## src/rtl/alu_share_ctrl_pkg.sv

```systemverilog
// Shared definitions for the two-requester ALU sharing block: function codes,
// FSM state encoding and the supported-opcode check.
package alu_share_ctrl_pkg;

  localparam logic [5:0] FUNCT_ADDU = 6'b001001;
  localparam logic [5:0] FUNCT_SUBU = 6'b001010;
  localparam logic [5:0] FUNCT_SLL  = 6'b100001;
  localparam logic [5:0] FUNCT_SLLV = 6'b110101;

  typedef enum logic [1:0] {
    ST_IDLE = 2'd0,
    ST_EXEC = 2'd1,
    ST_RESP = 2'd2
  } state_t;

  function automatic logic funct_supported(input logic [5:0] funct);
    return (funct == FUNCT_ADDU) || (funct == FUNCT_SUBU) ||
           (funct == FUNCT_SLL)  || (funct == FUNCT_SLLV);
  endfunction

endpackage

```

## src/rtl/alu_share_ctrl_alu.sv

```systemverilog
// Combinational ALU: modulo-2^32 add/subtract and logical left shifts.
// Unsupported function codes produce zero.
module alu_share_ctrl_alu
  import alu_share_ctrl_pkg::*;
(
  input  logic [31:0] rs,
  input  logic [31:0] rt,
  input  logic [4:0]  shamt,
  input  logic [5:0]  funct,
  output logic [31:0] result
);

  // Operation select on the function code
  always_comb begin
    result = '0;
    case (funct)
      FUNCT_ADDU: result = rs + rt;
      FUNCT_SUBU: result = rs - rt;
      FUNCT_SLL:  result = rs << shamt;
      FUNCT_SLLV: result = rs << rt[4:0];
      default:    result = '0;
    endcase
  end

endmodule

```

## src/rtl/alu_share_ctrl.sv

```systemverilog
// Round-robin sharing of one ALU between the core datapath (req0) and the
// test/debug port (req1). One operation is in flight at a time:
// IDLE accepts, EXEC computes, RESP holds the tagged result until consumed.
module alu_share_ctrl
  import alu_share_ctrl_pkg::*;
#(
  parameter int CNT_W = 16
) (
  input  logic             clk,
  input  logic             rst,
  input  logic             req0_valid,
  output logic             req0_ready,
  input  logic [31:0]      req0_rs,
  input  logic [31:0]      req0_rt,
  input  logic [4:0]       req0_shamt,
  input  logic [5:0]       req0_funct,
  input  logic             req1_valid,
  output logic             req1_ready,
  input  logic [31:0]      req1_rs,
  input  logic [31:0]      req1_rt,
  input  logic [4:0]       req1_shamt,
  input  logic [5:0]       req1_funct,
  output logic             rsp_valid,
  input  logic             rsp_ready,
  output logic             rsp_id,
  output logic [31:0]      rsp_result,
  output logic             rsp_err,
  output logic             busy,
  output logic [CNT_W-1:0] op_cnt0,
  output logic [CNT_W-1:0] op_cnt1
);

  state_t      state;
  logic        last_grant;
  logic        grant_id;
  logic        accept;

  logic [31:0] rs_p0;
  logic [31:0] rt_p0;
  logic [4:0]  shamt_p0;
  logic [5:0]  funct_p0;
  logic        id_p0;
  logic [31:0] alu_result;

  function automatic logic [CNT_W-1:0] sat_inc(input logic [CNT_W-1:0] cnt);
    return (&cnt) ? cnt : cnt + 1'b1;
  endfunction

  // Round-robin grant: a tie goes to whoever did not win last time
  always_comb begin
    grant_id = 1'b0;
    if (req0_valid && req1_valid) grant_id = ~last_grant;
    else if (req1_valid)          grant_id = 1'b1;
  end

  assign req0_ready = (state == ST_IDLE) && req0_valid && (grant_id == 1'b0);
  assign req1_ready = (state == ST_IDLE) && req1_valid && (grant_id == 1'b1);
  assign accept     = req0_ready || req1_ready;
  assign busy       = (state != ST_IDLE);

  // ---- stage p0: operands captured at the accept edge ----
  // Capture the winning requester's operands; later input changes are ignored
  always_ff @(posedge clk) begin
    if (accept) begin
      rs_p0    <= grant_id ? req1_rs    : req0_rs;
      rt_p0    <= grant_id ? req1_rt    : req0_rt;
      shamt_p0 <= grant_id ? req1_shamt : req0_shamt;
      funct_p0 <= grant_id ? req1_funct : req0_funct;
      id_p0    <= grant_id;
    end
  end

  alu_share_ctrl_alu u_alu (
    .rs     (rs_p0),
    .rt     (rt_p0),
    .shamt  (shamt_p0),
    .funct  (funct_p0),
    .result (alu_result)
  );

  // ---- stage p1: ALU result registered onto the response channel ----
  // Control FSM with registered response and saturating completion counters
  always_ff @(posedge clk) begin
    if (rst) begin
      state      <= ST_IDLE;
      last_grant <= 1'b1;
      rsp_valid  <= 1'b0;
      rsp_id     <= 1'b0;
      rsp_result <= '0;
      rsp_err    <= 1'b0;
      op_cnt0    <= '0;
      op_cnt1    <= '0;
    end else begin
      case (state)
        ST_IDLE: begin
          if (accept) begin
            last_grant <= grant_id;
            state      <= ST_EXEC;
          end
        end
        ST_EXEC: begin
          rsp_result <= alu_result;
          rsp_err    <= ~funct_supported(funct_p0);
          rsp_id     <= id_p0;
          rsp_valid  <= 1'b1;
          state      <= ST_RESP;
        end
        ST_RESP: begin
          if (rsp_ready) begin
            rsp_valid <= 1'b0;
            if (rsp_id) op_cnt1 <= sat_inc(op_cnt1);
            else        op_cnt0 <= sat_inc(op_cnt0);
            state <= ST_IDLE;
          end
        end
        default: state <= ST_IDLE;
      endcase
    end
  end

endmodule

```

## config.mk

```make
export PLATFORM = sky130hd
export DESIGN_NAME = alu_share_ctrl
export DESIGN_NICKNAME = d
export VERILOG_FILES = /design/src/rtl/alu_share_ctrl_pkg.sv /design/src/rtl/alu_share_ctrl_alu.sv /design/src/rtl/alu_share_ctrl.sv
export SDC_FILE = /design/constraint.sdc
export NUM_CORES = 1
export LEC_CHECK = 0
export ABC_AREA = 1
export CORE_MARGIN = 1
export CORE_UTILIZATION = 57
export CTS_BUF_LIST = sky130_fd_sc_hd__clkbuf_16
export DETAILED_ROUTE_END_ITERATION = 8
export DONT_BUFFER_PORTS = 1
export MAX_ROUTING_LAYER = met4
export PLACE_DENSITY = 0.82
export SLEW_MARGIN = 20
export SYNTH_ARGS = -nofsm -noshare
export SYNTH_HDL_FRONTEND = slang
export SYNTH_SLANG_ARGS = --single-unit
```

## constraint.sdc

```tcl
create_clock -name clk -period 4.3 [get_ports clk]
set_input_delay 0.86 -clock clk [delete_from_list [all_inputs] [get_ports clk]]
set_output_delay 0.86 -clock clk [all_outputs]
set_load 0.005 [all_outputs]
```

### Word-level counts from Yosys, hierarchy flattened

Cells that the tools add are included.

* register bits after elaboration: 146
* latch bits: 0
* RAM bits: 0
* ROM bits: 0
* input port bits: 155
* output and inout bits: 70
* word-level logic and storage cells: 64
* memories kept: 0

* add/subtract/negate cells: 4
* multipliers: 0
* div/mod/pow operators: 0
* magnitude comparators: 0
* equal/unequal tests: 8
* shift operators: 2
* multiplexer cells: 12
* bitwise operators: 6
* reductions and logical operators: 19

Operators by type and width (number)
* case mux 32 bit (4 select lines): 1
* 2-to-1 mux 32 bit: 2
* left shift 32 x 5 -> 32 bit: 2
* adder 16 x 1 -> 16 bit, second input constant: 2
* adder 32 bit: 1
* AND reduction 16 bit: 2
* subtractor 32 bit: 1
* equality test 6 x 4 -> 1 bit, second input constant: 2
* equality test 6 bit, second input constant: 2
* AND reduction 4 bit: 2
* 2-to-1 mux 6 bit: 1
* NOT 1 bit: 6
* case mux 2 bit (3 select lines): 1
* AND reduction 2 bit: 3
* logical AND 1 bit: 5
* 2-to-1 mux 5 bit: 1
* logical OR 1 bit: 4
* 2-to-1 mux 2 bit: 2
* inequality test 2 bit, second input constant: 2
* nonzero test 2 bit: 2
* 2-to-1 mux 1 bit: 3
* equality test 2 x 1 -> 1 bit, second input constant: 1
* equality test 2 bit, second input constant: 1
* zero test 2 bit: 1
* case mux 1 bit (2 select lines): 1

### Logic depth before layout (Yosys ltp)

* depth after elaboration: 7
* gate-level depth with buffers: 25
* depth with buffers taken out: 25

### By module

Synthesis repeated with hierarchy kept, for this count alone.

* cells, all modules: 1740
* area, all modules: 11162.0 um^2

Modules (own cells, without submodules)
* alu_share_ctrl: instances 1, cells an instance 781, area an instance 6412.4 um^2, seq. area each 3683.5 um^2
* alu_share_ctrl_alu: instances 1, cells an instance 959, area an instance 4749.6 um^2, seq. area each 0.0 um^2

### Worst setup path after synthesis

No wires, ideal clock.

* path type: input -> register
* start: input port req0_valid
* end: register funct_p0[0], enable pin
* setup time: 430 ps
* arrival: 2979 ps
* data required time: 3870 ps
* setup slack: 891 ps
* cell stages on the path: 7
* buffers on the path: 1
* cell sequence: nand2_1 nand2_1 inv_2 clkbuf_1 nor2_1 nor2_1 inv_1

* longest elaborated chain between the ends: 5
* elaborated cells on any way between the ends: 7
* those cells by class: mux (1); bitwise (1); reduce/logical (5)

RTL lines
* from (decl): RTL line alu_share_ctrl.sv:11 `input logic req0_valid,`
* logical AND 1 bit: RTL line alu_share_ctrl.sv:52 `if (req0_valid && req1_valid) grant_id = ~last_grant;`
* 2-to-1 mux 1 bit: RTL line alu_share_ctrl.sv:52
* NOT 1 bit: RTL line alu_share_ctrl.sv:56 `assign req0_ready = (state == ST_IDLE) && req0_valid && (grant_id == 1'b0);`
* logical AND 1 bit *: RTL line alu_share_ctrl.sv:56
* named net req0_ready: RTL line alu_share_ctrl.sv:12 `output logic req0_ready,`
* logical OR 1 bit *: RTL line alu_share_ctrl.sv:58 `assign accept = req0_ready || req1_ready;`
* to (signal assigned): RTL line alu_share_ctrl.sv:68 `funct_p0 <= grant_id ? req1_funct : req0_funct;`
* to (decl): RTL line alu_share_ctrl.sv:41 `logic [5:0] funct_p0;`

The timed path passes the listed nets; every way through them passes the cells marked *.
A chain may end at the register's enable or synchronous reset.

### Worst setup path in the final report

* start: register rt_p0[1]
* end: register rsp_result[28]

* longest elaborated chain between the ends: 2
* elaborated cells on any way between the ends: 4
* those cells by class: add/sub (2); shift (1); mux (1)

RTL lines
* from (decl): RTL line alu_share_ctrl.sv:39 `logic [31:0] rt_p0;`
* from (signal assigned): RTL line alu_share_ctrl.sv:66 `rt_p0 <= grant_id ? req1_rt : req0_rt;`
* subtractor 32 bit, or another cell as far along: RTL line alu_share_ctrl_alu.sv:18 `FUNCT_SUBU: result = rs - rt;`
* case mux 32 bit (4 select lines) *: RTL line alu_share_ctrl_alu.sv:16 `case (funct)`
* to (signal assigned): RTL line alu_share_ctrl.sv:102 `rsp_result <= alu_result;`
* to (decl): RTL line alu_share_ctrl.sv:26 `output logic [31:0] rsp_result,`

Every way passes the cells marked *; elsewhere a longest branch is shown, timed or not.

==> results_dict.tcl <==
set metrics [dict create \
    status "complete, no violations" \
    syn-cell-area_um2 10800 \
    io-pin-count 225 \
    synthCells 1674 \
    max_slew_margin_pct 34.4 \
    min_to "last_grant" \
    r2r-end "rsp_result[28]" \
    rr_worst_depth 23 \
    n_antenna_cell 0 \
    synth_edf_count 76 \
    fin_skew_ns 0.0107 \
    place_hpwl_um 25700 \
    initialDrtViolationCount 1043 \
    leakage_nw 5.29 \
    core_area_um2 18600 \
    postCtsSetupBuffers 0 \
    p_switching_mw 1.99 \
    crit_type "reg -> reg" \
    synth_nets 1864 \
    r2r-start "rt_p0[1]" \
    pwr-share-seq_pct 36.2 \
    tns_ns 0 \
    grt_start_max_net_pins 77 \
    route.detailed.drc 0 \
    cp-start-kind "flip-flop" \
    track_usage_pct 35.0 \
    rsz0062_at_grt "no" \
    fin_crit_sh_pct 88.4 \
    vias 11000 \
    clk_latency_ns 0.44 \
    combPwrFrac_pct 33.5 \
    synthMuxAreaShare_pct 0 \
    p_clk_share_pct 30.3 \
    worst_ep_arrival_time_ns 4.14 \
    yosysWarnings 0 \
    seq_area_frac_synth_pct 34.1 \
    vias_per_cell 5.83 \
    rows 50 \
    min_period_ns 3.80 \
    setup_viol 0 \
    initial_core_util_pct 58.0 \
    ir_worst_vdd_mv 0.300 \
    antenna_found_initial 0 \
    grt_pass1_wl_um 51100 \
    hold_viol_final 0 \
    crit_fanout 6 \
    ant_nets 0 \
    synth_xor_xnor_area_share_pct 2.59 \
    clock_path_buffers 2 \
    cts_sinks 146 \
    drive_gt1_share_pct 4.47 \
    wl_um 33100 \
    die_w_um 140 \
    yosys_register_bits 146 \
    synth_top_family_by_area "simple AND/OR/NAND/NOR gates" \
    area_growth_pct 6.48 \
    htreeDepth 4 \
    crit_required_ns 4.64 \
    tightest_slew_ns 0.981 \
    drv_cap 0 \
    min_path_cells 2 \
    async_reset_ff_share_pct 0 \
    die_area_um2 19500 \
    gp_congestion 0.990 \
    hp-start "last_grant" \
    cts_made_buffers 17 \
    port_buffers 0 \
    grt_pass1_vias 9840 \
    holdWs_ns 0.460 \
    synth_cell_types 45 \
    synth_simple_gate_area_share_pct 39.7 \
    synthTopCellsByArea "edfxtp_1, nand2_1, dfxtp_1" \
    final_nets 1833 \
    overflow 0 \
    synth_top_area_cell "edfxtp_1" \
    clk_pin_slew_ns 0.07 \
    endpoint_kind "flip-flop" \
    fmax_ghz 0.263 \
    hold_buffers 0 \
    swShare_pct 40.3 \
    die_height_um 140 \
    internal_power_mw 2.95 \
    cts_tree "built" \
    yosys.area_share.adder_pct 4.12 \
    power.density_nw_per_um2 429 \
    cts_resized 0 \
    drv_slew 0 \
    synthFlopType "edfxtp_1" \
    synth_compound_area_share_pct 11.4 \
    wl_per_cell_um 17.5 \
    synth_top_cell_area_share_pct 21.1 \
    drtPass1Iterations 7 \
    cts-root-buf "clkbuf_16" \
    syn_area_per_cell_um2 6.46 \
    hp-class "reg -> reg" \
    r2r_setup_slack_ns 0.50 \
    fillers 1756 \
]
## cells by family (layout without fill, tap and decap cells)
kind of cell    Yosys count  in the layout
compound gates          225            225
xor+xnor                 32             32
fa+ha+maj                35             35
buf+inv                 217            199
flops                   146            146
simple gates           1019           1019
## cells in the final DEF (no fill, tap or decap), types with 2 or more instances in the layout
| cell | count |
|---|---|
| inv_1 | 149 |
| nor2_2 | 2 |
| a21o_1 | 6 |
| clkinv_8 | 2 |
| nand2_1 | 547 |
| nand3b_1 | 5 |
| inv_2 | 7 |
| o21a_1 | 4 |
| o21ai_2 | 3 |
| inv_6 | 4 |
| buf_4 | 11 |
| nor2_1 | 172 |
| nand3_1 | 236 |
| nand4_1 | 16 |
| a31oi_1 | 16 |
| o31ai_1 | 4 |
| nor4_1 | 3 |
| clkbuf_16 | 18 |
| edfxtp_1 | 76 |
| inv_8 | 3 |
| xnor2_1 | 8 |
| ha_1 | 34 |
| nand2_2 | 2 |
| o21ai_4 | 2 |
| a21oi_1 | 89 |
| nor3_1 | 15 |
| or2_2 | 7 |
| clkinv_4 | 3 |
| xor2_1 | 24 |
| o21ai_1 | 4 |
| nor2_4 | 4 |
| o21ai_0 | 92 |
| nor3b_1 | 4 |
| dfxtp_1 | 70 |
## critical path, cell delays in order (launching register included)
cell and delay (ns):
edfxtp_1 0.43, inv_1 0.13, ha_1 0.18, nand3_1 0.15, nor4_2 0.24, nand2_1 0.14, nor2_1 0.12, nand2_1 0.10
nand2_1 0.10, o21ai_0 0.15, a21oi_1 0.19, xor2_1 0.09, ha_1 0.40, nand2_1 0.14, nor2_1 0.16, nand2_1 0.09
nor3_1 0.16, nand2_1 0.11, nand2_1 0.12, a21oi_1 0.06, o21ai_0 0.18, nand3_1 0.13, nand2_1 0.08, inv_1 0.03
## how the worst max path moves through the flow
| stage | start | to | slack, ns | cells past startpoint |
|---|---|---|---|---|
| after floorplan | req0_valid | funct_p0[0] | 0.89 | 7 |
| after global placement | rt_p0[1] | rsp_result[28] | 0.64 | 22 |
| after detailed placement | rt_p0[1] | rsp_result[28] | 0.60 | 22 |
| after CTS | rt_p0[1] | rsp_result[28] | 0.58 | 22 |
| after global routing | rt_p0[1] | rsp_result[28] | 0.09 | 23 |
| final | rt_p0[1] | rsp_result[28] | 0.50 | 23 |
## layout make-up
type / instances / area [um^2] / area share [%]
multi-input cells: 1311 / 6260 / 54.4
flip-flops and latches: 146 / 3680 / 32.0
inverters: 155 / 582 / 5.05
clock buffers: 18 / 450 / 3.91
well taps: 234 / 293 / 2.54
clock inverters: 14 / 139 / 1.21
repair buffers: 12 / 103 / 0.891
## power by group through the flow
stage          logic (mW)  clock network, mW  registers (mW)
6_report             1.65               1.50            1.79
5_1_grt              1.85               1.57            1.80
4_1_cts              1.62               1.51            1.79
3_5_place_dp         1.61                  0            1.82
3_3_place_gp         1.60                  0            1.81
2_1_floorplan        1.23                  0            1.76
## cells in the mapped netlist, types with 2 or more instances
| cell type | n |
|---|---|
| dfxtp_1 | 70 |
| nor2_2 | 2 |
| nand2_1 | 548 |
| a21o_1 | 6 |
| nor3_1 | 15 |
| buf_4 | 4 |
| o21ai_0 | 92 |
| o31ai_1 | 4 |
| o21ai_1 | 4 |
| xnor2_1 | 8 |
| a31oi_1 | 16 |
| o21ai_4 | 2 |
| o21ai_2 | 3 |
| clkbuf_1 | 35 |
| nand3b_1 | 5 |
| inv_2 | 5 |
| a21oi_1 | 89 |
| ha_1 | 34 |
| nand3_1 | 236 |
| buf_2 | 13 |
| or2_2 | 7 |
| nor2_4 | 3 |
| edfxtp_1 | 76 |
| inv_1 | 150 |
| xor2_1 | 24 |
| nand4_1 | 16 |
| nor3b_1 | 4 |
| o21a_1 | 4 |
| nor2_1 | 173 |
| buf_1 | 6 |
| buf_6 | 4 |
| nor4_1 | 3 |
## per-stage QoR
step	util (%)	area, um^2	worst slack, ns	power, mW	cells
floorplan	-	10800	0.891	2.99	1674
global placement	58.6	10900	0.642	3.42	1858
detailed placement	58.6	10900	0.604	3.43	1858
CTS	61.8	11500	0.581	4.92	1890
global route	61.8	11500	0.0946	5.22	1890
finish	61.8	11500	0.501	4.94	1890
## registers in the layout, indices dropped and copies added, names as in the netlist
register and count:
rsp_result 32, rs_p0 32, op_cnt0 16, shamt_p0 5, op_cnt1 16, rsp_valid 1, state 2, rsp_err 1
rsp_id 1, rt_p0 32, id_p0 1, last_grant 1, funct_p0 6
## routing by layer
| layer | track usage (%) | share of wire, % |
|---|---|---|
| met5 | - | 0 |
| met4 | 11.9 | 2.8 |
| met3 | 7.91 | 8.8 |
| met2 | 56.8 | 46 |
| met1 | 42.7 | 42 |
Note: power is estimated with default switching activity, not from simulation.
